--- src/rtl/crossfader_ramped_pkg.sv ---
// Shared types and gain helpers for the ramped crossfader.
// Widths here describe the default build; modules take their own parameters.
package crossfader_pkg;

    localparam int unsigned DWIDTH_DEF   = 16;
    localparam int unsigned CHANNELS_DEF = 2;
    localparam int unsigned LWIDTH_DEF   = 8;

    typedef logic signed [DWIDTH_DEF-1:0] sample_t;
    typedef sample_t [CHANNELS_DEF-1:0]   chan_bus_t;

    function automatic int unsigned level_full_scale(int unsigned lwidth);
        return 32'd1 << lwidth;
    endfunction

    // Returns {g1, g2}, each 32 bits; g1 + g2 always equals full scale.
    function automatic logic [63:0] gain_pair(int unsigned lwidth, int unsigned level);
        int unsigned g1;
        int unsigned g2;
        g2 = level;
        g1 = level_full_scale(lwidth) - level;
        return {g1, g2};
    endfunction

endpackage

--- src/rtl/crossfader_ramped_if.sv ---
// Sample/level bus between the effect chain and the crossfader.
interface crossfader_ramped_if #(
    parameter int unsigned DWIDTH   = 16,
    parameter int unsigned CHANNELS = 2,
    parameter int unsigned LWIDTH   = 8
);
    logic                         valid_i;
    logic [CHANNELS*DWIDTH-1:0]   data_1_i;
    logic [CHANNELS*DWIDTH-1:0]   data_2_i;
    logic [LWIDTH-1:0]            level_i;
    logic                         cut_i;
    logic                         valid_o;
    logic [CHANNELS*DWIDTH-1:0]   data_o;
    logic [LWIDTH-1:0]            level_o;
    logic                         ramp_busy_o;

    modport master (
        output valid_i, data_1_i, data_2_i, level_i, cut_i,
        input  valid_o, data_o, level_o, ramp_busy_o
    );

    modport slave (
        input  valid_i, data_1_i, data_2_i, level_i, cut_i,
        output valid_o, data_o, level_o, ramp_busy_o
    );
endinterface

--- src/rtl/crossfader_ramped_level_ramp.sv ---
// Slews the applied level toward the requested target once per accepted sample.
module crossfader_level_ramp #(
    parameter int unsigned LWIDTH    = 8,
    parameter int unsigned RAMP_STEP = 4
) (
    input  logic              clk_i,
    input  logic              srst_n_i,
    input  logic              valid_i,
    input  logic [LWIDTH-1:0] level_i,
    input  logic              cut_i,
    output logic [LWIDTH-1:0] cur_level_o,
    output logic              ramp_busy_o
);

    localparam logic [LWIDTH:0] STEP = (LWIDTH+1)'(RAMP_STEP);

    logic [LWIDTH-1:0]        cur_q;
    logic [LWIDTH-1:0]        cur_d;
    logic signed [LWIDTH:0]   diff;
    logic [LWIDTH:0]          mag;

    // Stepping only happens when the gap exceeds STEP, so it cannot wrap.
    always_comb begin
        diff  = $signed({1'b0, level_i}) - $signed({1'b0, cur_q});
        mag   = diff[LWIDTH] ? $unsigned(-diff) : $unsigned(diff);
        cur_d = cur_q;
        if (valid_i) begin
            if (cut_i || (mag <= STEP)) begin
                cur_d = level_i;
            end else if (diff[LWIDTH]) begin
                cur_d = cur_q - STEP[LWIDTH-1:0];
            end else begin
                cur_d = cur_q + STEP[LWIDTH-1:0];
            end
        end
    end

    always_ff @(posedge clk_i) begin
        if (!srst_n_i) begin
            cur_q <= '0;
        end else begin
            cur_q <= cur_d;
        end
    end

    assign cur_level_o = cur_q;
    assign ramp_busy_o = (cur_q != level_i);

endmodule

--- src/rtl/crossfader_ramped.sv ---
// Two-stage multichannel crossfader sharing one slewed level across channels.
module crossfader_ramped
    import crossfader_pkg::*;
#(
    parameter int unsigned DWIDTH    = 16,
    parameter int unsigned CHANNELS  = 2,
    parameter int unsigned LWIDTH    = 8,
    parameter int unsigned RAMP_STEP = 4
) (
    input  logic                 clk_i,
    input  logic                 srst_n_i,
    crossfader_ramped_if.slave   bus
);

    localparam int unsigned AW = DWIDTH + LWIDTH + 2;

    logic [LWIDTH-1:0]          cur_level;
    logic [63:0]                gains;
    logic [LWIDTH:0]            g1;
    logic [LWIDTH:0]            g2;
    logic [2*(31-LWIDTH)-1:0]   gains_unused;
    logic                       v1_q;
    logic                       v2_q;

    crossfader_level_ramp #(
        .LWIDTH    (LWIDTH),
        .RAMP_STEP (RAMP_STEP)
    ) u_ramp (
        .clk_i       (clk_i),
        .srst_n_i    (srst_n_i),
        .valid_i     (bus.valid_i),
        .level_i     (bus.level_i),
        .cut_i       (bus.cut_i),
        .cur_level_o (cur_level),
        .ramp_busy_o (bus.ramp_busy_o)
    );

    assign gains        = gain_pair(LWIDTH, 32'(cur_level));
    assign g1           = gains[32 +: LWIDTH+1];
    assign g2           = gains[0 +: LWIDTH+1];
    assign gains_unused = {gains[63:33+LWIDTH], gains[31:LWIDTH+1]};

    always_ff @(posedge clk_i) begin
        if (!srst_n_i) begin
            v1_q <= 1'b0;
            v2_q <= 1'b0;
        end else begin
            v1_q <= bus.valid_i;
            v2_q <= v1_q;
        end
    end

    assign bus.valid_o = v2_q;
    assign bus.level_o = cur_level;

    for (genvar c = 0; c < CHANNELS; c++) begin : g_ch
        logic signed [DWIDTH-1:0] d1;
        logic signed [DWIDTH-1:0] d2;
        logic signed [AW-1:0]     p1_d;
        logic signed [AW-1:0]     p2_d;
        logic signed [AW-1:0]     p1_q;
        logic signed [AW-1:0]     p2_q;
        logic signed [AW-1:0]     sum;
        logic signed [DWIDTH-1:0] out_d;
        logic signed [DWIDTH-1:0] out_q;
        logic [LWIDTH+1:0]        sum_unused;

        assign d1   = bus.data_1_i[c*DWIDTH +: DWIDTH];
        assign d2   = bus.data_2_i[c*DWIDTH +: DWIDTH];
        assign p1_d = $signed({{(AW-DWIDTH){d1[DWIDTH-1]}}, d1})
                    * $signed({{(AW-LWIDTH-1){1'b0}}, g1});
        assign p2_d = $signed({{(AW-DWIDTH){d2[DWIDTH-1]}}, d2})
                    * $signed({{(AW-LWIDTH-1){1'b0}}, g2});

        // Taking the bit field above LWIDTH is the floor (arithmetic) shift.
        assign sum        = p1_q + p2_q;
        assign out_d      = sum[LWIDTH +: DWIDTH];
        assign sum_unused = {sum[AW-1 -: 2], sum[LWIDTH-1:0]};

        always_ff @(posedge clk_i) begin
            if (!srst_n_i) begin
                p1_q  <= '0;
                p2_q  <= '0;
                out_q <= '0;
            end else begin
                if (bus.valid_i) begin
                    p1_q <= p1_d;
                    p2_q <= p2_d;
                end
                if (v1_q) begin
                    out_q <= out_d;
                end
            end
        end

        assign bus.data_o[c*DWIDTH +: DWIDTH] = out_q;
    end

endmodule
--- src/flat_wrapper.sv ---
// flat-port wrapper written by rule: the top's interface ports become plain ports
module crossfader_ramped_flat import crossfader_pkg::*;
#(
    parameter int unsigned DWIDTH    = 16,
    parameter int unsigned CHANNELS  = 2,
    parameter int unsigned LWIDTH    = 8,
    parameter int unsigned RAMP_STEP = 4
)
  (clk_i, srst_n_i, bus_valid_i, bus_data_1_i, bus_data_2_i, bus_level_i, bus_cut_i, bus_valid_o, bus_data_o, bus_level_o, bus_ramp_busy_o);
  crossfader_ramped_if #(.DWIDTH(DWIDTH), .CHANNELS(CHANNELS), .LWIDTH(LWIDTH)) bus_i ();
  input  logic clk_i;
  input  logic srst_n_i;
  input wire logic [$bits(bus_i.valid_i)-1:0] bus_valid_i;
  input wire logic [$bits(bus_i.data_1_i)-1:0] bus_data_1_i;
  input wire logic [$bits(bus_i.data_2_i)-1:0] bus_data_2_i;
  input wire logic [$bits(bus_i.level_i)-1:0] bus_level_i;
  input wire logic [$bits(bus_i.cut_i)-1:0] bus_cut_i;
  output wire logic [$bits(bus_i.valid_o)-1:0] bus_valid_o;
  output wire logic [$bits(bus_i.data_o)-1:0] bus_data_o;
  output wire logic [$bits(bus_i.level_o)-1:0] bus_level_o;
  output wire logic [$bits(bus_i.ramp_busy_o)-1:0] bus_ramp_busy_o;
  assign bus_i.valid_i = bus_valid_i;
  assign bus_i.data_1_i = bus_data_1_i;
  assign bus_i.data_2_i = bus_data_2_i;
  assign bus_i.level_i = bus_level_i;
  assign bus_i.cut_i = bus_cut_i;
  assign bus_valid_o = bus_i.valid_o;
  assign bus_data_o = bus_i.data_o;
  assign bus_level_o = bus_i.level_o;
  assign bus_ramp_busy_o = bus_i.ramp_busy_o;
  crossfader_ramped #(.DWIDTH(DWIDTH), .CHANNELS(CHANNELS), .LWIDTH(LWIDTH), .RAMP_STEP(RAMP_STEP)) u_core (.clk_i(clk_i), .srst_n_i(srst_n_i), .bus(bus_i));
endmodule
--- config.mk ---
export PLATFORM = sky130hd
export DESIGN_NAME = crossfader_ramped_flat
export DESIGN_NICKNAME = d
export VERILOG_FILES = /design/src/rtl/crossfader_ramped_pkg.sv /design/src/rtl/crossfader_ramped_if.sv /design/src/rtl/crossfader_ramped_level_ramp.sv /design/src/rtl/crossfader_ramped.sv /design/src/flat_wrapper.sv
export SDC_FILE = /design/constraint.sdc
export NUM_CORES = 2
export LEC_CHECK = 0
export CAP_MARGIN = 20
export CORE_UTILIZATION = 55
export CTS_BUF_LIST = sky130_fd_sc_hd__clkbuf_2
export CTS_CLUSTER_SIZE = 20
export DETAILED_ROUTE_END_ITERATION = 16
export GPL_ROUTABILITY_DRIVEN = 0
export PLACE_DENSITY = 0.82
export SYNTH_ARGS = -nofsm -noshare
export SYNTH_HDL_FRONTEND = slang
export SYNTH_SLANG_ARGS = --single-unit
--- constraint.sdc ---
create_clock -name clk_i -period 14.85 [get_ports clk_i]
set_input_delay 4.455 -clock clk_i [delete_from_list [all_inputs] [get_ports clk_i]]
set_output_delay 4.455 -clock clk_i [all_outputs]
set_load 0.05 [all_outputs]
==> After elaboration in Yosys (flattened, before gate mapping) <==
Index checks and enable logic that the tools add are counted.
{ "op_classes": {"addsub": 7, "mul": 4, "n_div": 0, "n_lt_le_gt_ge": 1, "n_eq_ne": 1, "n_shift": 0, "n_mux": 3, "n_bitwise": 0, "reduce_logical": 1} }
{ "op_table": {"columns": ["cell", "count"], "rows": [
  ["$add A24 B24 Y24", 2],
  ["$mul A16 B10 Y24", 2],
  ["$mul A16 B9 Y24", 2],
  ["$mux W8", 2],
  ["$le A9 B3 Y1 const B", 1],
  ["$mux W9", 1],
  ["$neg A9 Y9", 1],
  ["$sub A8 B8 Y9", 1],
  ["$sub A9 B8 Y9 const A", 1],
  ["$add A8 B3 Y8 const B", 1],
  ["$ne A8 B8 Y1", 1],
  ["$sub A8 B3 Y8 const B", 1],
  ["$logic_or A1 B1 Y1", 1]
]} }
{ "word_totals": {"reg_bits": 138, "latch_bits": 0, "ram_bits": 0, "mem_bits_ro": 0, "output_inout_bits": 42, "wordCells": 26, "mem_count": 0} }

==> Logic depth before layout (Yosys ltp) <==
{ "logic_depth": {"ltp_word": 6, "mapped_depth": 27} }

==> Hierarchy <==
Synthesis repeated with hierarchy kept, for this count alone.
{ "hier_totals": {"cells_unflattened": 2954, "area_unflattened_um2": 26151.3} }
{ "by_module_without_submodules": {"columns": ["mod", "n_inst", "cells_per_inst", "area_each_um2", "seq_area_each_um2"], "rows": [
  ["crossfader_ramped", 1, 2821, 25090.3, 2602.5],
  ["crossfader_level_ramp", 1, 133, 1061.0, 160.2]
]} }

==> Least setup slack after synthesis <==
Ideal clock, no wire load.
{ "synth_timing": {"path_type": "input port to output port", "startpoint": "in bus_level_i[4]", "endpoint": "out bus_ramp_busy_o", "arrival_time_ns": 5.318, "slack_ns": 5.077, "cell_stages": 3, "path_buffers": 0, "path_cell_list": "ha_1 nand4_1 or2_2"} }
{ "synth_via": {"elab_chain_len": 1} }
{ "synth_lines": {"columns": ["element", "line", "rtl"], "rows": [
  ["start: declaration", "flat_wrapper.sv:16", "input wire logic [$bits(bus_i.level_i)-1:0] bus_level_i;"],
  ["$ne A8 B8 Y1", "crossfader_ramped_level_ramp.sv:47", "assign ramp_busy_o = (cur_q != level_i);"],
  ["end: declaration", "flat_wrapper.sv:21", "output wire logic [$bits(bus_i.ramp_busy_o)-1:0] bus_ramp_busy_o;"]
]} }
Every way passes these cells.

==> Worst setup path in the final report <==
{ "layout_timing": {"startpoint": "in bus_level_i[7]", "endpoint": "out bus_ramp_busy_o"} }
Same word-level chain as after synthesis.

==> results.sh <==
export IMPL_initial_core_util_pct=56.3
export IMPL_ys_flop_type="dfxtp_1"
export IMPL_setup_viol=0
export IMPL_synth_simple_area_share_pct=17.4
export IMPL_core_area_um2=45800
export IMPL_ys_types=68
export IMPL_fp_dieH_um=219
export IMPL_drtIter0Drc=1150
export IMPL_path_clk_slew_ns=0.21
export IMPL_grt_pass1_wl_um=104000
export IMPL_seqCellArea_um2=2760
export IMPL_syn_nets=3693
export IMPL_critical_path_peak_fanout=4
export IMPL_synth_xor_area_share_pct=4.52
export IMPL_netlist_instances=2929
export IMPL_hold_viol_final=0
export IMPL_fin_skew_ns=0.0671
export IMPL_critPathLaunchType="input port"
export IMPL_fillers=3734
export IMPL_grt_max_degree=70
export IMPL_overflow=0
export IMPL_ys_ff_latch=138
export IMPL_synth_fa_ha_area_share_pct=46.0
export IMPL_drv_slew=0
export IMPL_num_vias=20074
export IMPL_cts_htree_levels=4
export IMPL_synth_top_area_share_pct=33.5
export IMPL_status="complete, no violations"
export IMPL_critical_path_class="in -> out"
export IMPL_r2r_start="u_core.u_ramp.cur_level_o[2]$_SDFFE_PN0P_"
export IMPL_antenna_left=0
export IMPL_nNetsFinal=3742
export IMPL_clk_latency_ns=0.80
export IMPL_multi_input_area_um2=20600
export IMPL_drive_above_1_share_pct=2.74
export IMPL_yosys_top_cells_area="fa_1, ha_1, dfxtp_1, inv_1, and2_1"
export IMPL_die_area_um2=47800
export IMPL_cp_top_family="buffers and inverters"
export IMPL_cts_root_buf="clkbuf_2"
export IMPL_grt_pass1_vias=22355
export IMPL_hold_path_class="reg -> reg"
export IMPL_io_buffers=117
export IMPL_synth_area_mux_share_pct=3.30
export IMPL_fmax_ghz=0.0907
export IMPL_crit_chain="clkdlybuf4s50_1 > ha_1 > nand4_1 > or2_2 > clkdlybuf4s50_1"
export IMPL_synth_area_per_cell_um2=8.80
export IMPL_hold_end="u_core.g_ch[1].p1_q[0]$_SDFFE_PN0P_"
export IMPL_seq_area_frac_synth_pct=10.7
export IMPL_synth_edf_count=0
export IMPL_cts_made_buffers=17
export IMPL_dr_pass1_iters=6
export IMPL_drc=0
export IMPL_wirelength_um=60200
export IMPL_area_delta_synth_final_pct=7.65
export IMPL_critPathCaptureType="output port"
export IMPL_vias_per_cell=5.59
export IMPL_worstHoldPathCells=2
export IMPL_worstPathRequired_ns=10.39
export IMPL_yosysTopAreaCell="fa_1"
export IMPL_period_share_pct=74.3
export IMPL_antenna_found_initial=1
export IMPL_reg2regPathDepth=23
export IMPL_crit_path_start="bus_level_i[7]"
export IMPL_die_w_um=219
export IMPL_cts_path_max_buffers=2
export IMPL_cp_slowest_cell="clkdlybuf4s50_1"
export IMPL_pin_count=118
export IMPL_final_min_clock_period_ns=11.03
export IMPL_ys_warn_count=0
export IMPL_worst_slew_pin_slew_ns=1.10
export IMPL_max_cap_viol_count=0
export IMPL_cp_num_buf_inv=2
export IMPL_synth_top_family_by_area="adder cells"
export IMPL_r2r_end="u_core.g_ch[0].p1_q[23]$_SDFFE_PN0P_"
export IMPL_slowest_delay_ns=0.70
export IMPL_syn_area_um2=25800
export IMPL_crit_top_cell="clkdlybuf4s50_1"
export IMPL_post_cts_resize_count=0
export IMPL_async_flop_share_pct=0
export IMPL_reg2reg_slack_ns=6.92
export IMPL_rsz0062_at_grt="no"
export IMPL_num_rows=78
export IMPL_hold_buffers=0
export IMPL_cts_setup_buffers=0
export IMPL_setup_tns_ns=0
export IMPL_synth_compound_area_share_pct=8.38
export IMPL_cts_tree="done"
export IMPL_clock_sink_count=138
export IMPL_dp_hpwl_um=48200
export IMPL_wl_per_cell_um=16.8
export IMPL_arrival_ns=6.57
export IMPL_gr_usage_all_layers_pct=26.7
export IMPL_slew_headroom_pct=26.7
export IMPL_worstHoldStart="u_core.g_ch[1].p1_q[0]$_SDFFE_PN0P_"
worst min-delay path: stages, from the launching register on:
cell and delay [ns]:
dfxtp_1 0.36, nand2_1 0.06, a21oi_1 0.05
sequential cells by signal, indices dropped and copies added, names as in the netlist:
name / flops
u_core.g_ch.p2_q: 48
u_core.u_ramp.cur_level_o: 8
u_core.g_ch.p1_q: 48
u_core.bus.valid_o: 1
u_core.v1_q: 1
u_core.g_ch.out_q: 32
cells in the mapped netlist, types with 12 or more instances:
master / count
nor2_1: 153
a211oi_1: 24
a21oi_1: 95
xor2_1: 33
and3_1: 13
nand2_1: 282
or3_1: 12
xnor2_1: 100
nand3_1: 34
fa_1: 432
clkbuf_1: 86
buf_1: 16
inv_1: 564
nor3_1: 19
ha_1: 256
dfxtp_1: 138
and2_1: 316
o21ai_0: 50
mux2i_1: 84
a21o_1: 34
o21a_1: 25
nand2b_1: 15
per-stage QoR:
| step | setup slack, ns | hold slack [ns] | cell area (µm²) | std cells | utilization (%) |
|---|---|---|---|---|---|
| global route | 3.76 | 0.506 | 27800 | 3592 | 60.7 |
| finish | 3.82 | 0.483 | 27800 | 3592 | 60.7 |
| detailed placement | 3.81 | 0.460 | 27500 | 3559 | 60.1 |
| CTS | 3.81 | 0.485 | 27800 | 3591 | 60.6 |
| global placement | 3.82 | 0.450 | 27500 | 3559 | 60.1 |
| floorplan | 5.08 | 0.429 | 25800 | 2929 | - |
metal layers:
layer | track usage (%) | wire length, µm
met1 | 30.7 | 23000
met2 | 50.1 | 32100
met3 | 2.98 | 3100
met4 | 10.8 | 2080
met5 | 0 | 0
layout by cell type (no fill, tap or decap), drive strengths merged, types with 4 or more instances in the layout:
master         synthesis  layout
nor4                   7       7
nand3                 34      34
o31ai                  9       9
o21a                  25      25
o21ai                 54      54
dfxtp                138     138
xnor2                100     100
a211o                  4       4
mux2i                 84      84
a2111oi                7       7
a211oi                25      25
or3                   12      12
nand3b                 5       5
nand2                282     282
fa                   432     432
nor3                  21      21
a21oi                 98      98
ha                   256     256
a31oi                 11      11
clkbuf                86      18
o31a                   4       4
xor2                  33      33
and3                  13      13
buf                   19      19
nor2                 153     153
o21bai                11      11
clkdlybuf4s50          0     116
and2                 316     316
nor2b                 10      10
nand2b                15      15
o211ai                11      11
a21o                  34      34
inv                  564     570
clkinv                 0       4
nand4                 11      11
or2                    7       7
worst max-delay path by stage:
stage,endpoint,cells after the start,slack (ns)
global placement,bus_ramp_busy_o,5,3.82
global route,bus_ramp_busy_o,5,3.76
finish,bus_ramp_busy_o,5,3.82
detailed placement,bus_ramp_busy_o,5,3.81
CTS,bus_ramp_busy_o,5,3.81
floorplan,bus_ramp_busy_o,3,5.08
cell type report:
class	instances	area share, %
multi-input cells	2122	74.1
flip-flops and latches	138	9.96
inverters	564	7.63
repair buffers	135	4.70
well taps	600	2.70
clock inverters	14	0.581
clock buffers	18	0.325
diodes	1	0.00901
kinds of logic (layout without fill, tap and decap cells):
kind of cell             Yosys count  in the layout
XOR/XNOR                         133            133
other                              0              1
AO/OA/AOI/OAI                    322            322
multiplexers                      85             85
buffers and inverters            669            731
AND/OR/NAND/NOR                  894            894
flip-flops                       138            138
adder cells (fa/ha/maj)          688            688
Power is not shown: default switching activity piles up to over one toggle a cycle in this logic, so the estimate is an artifact.
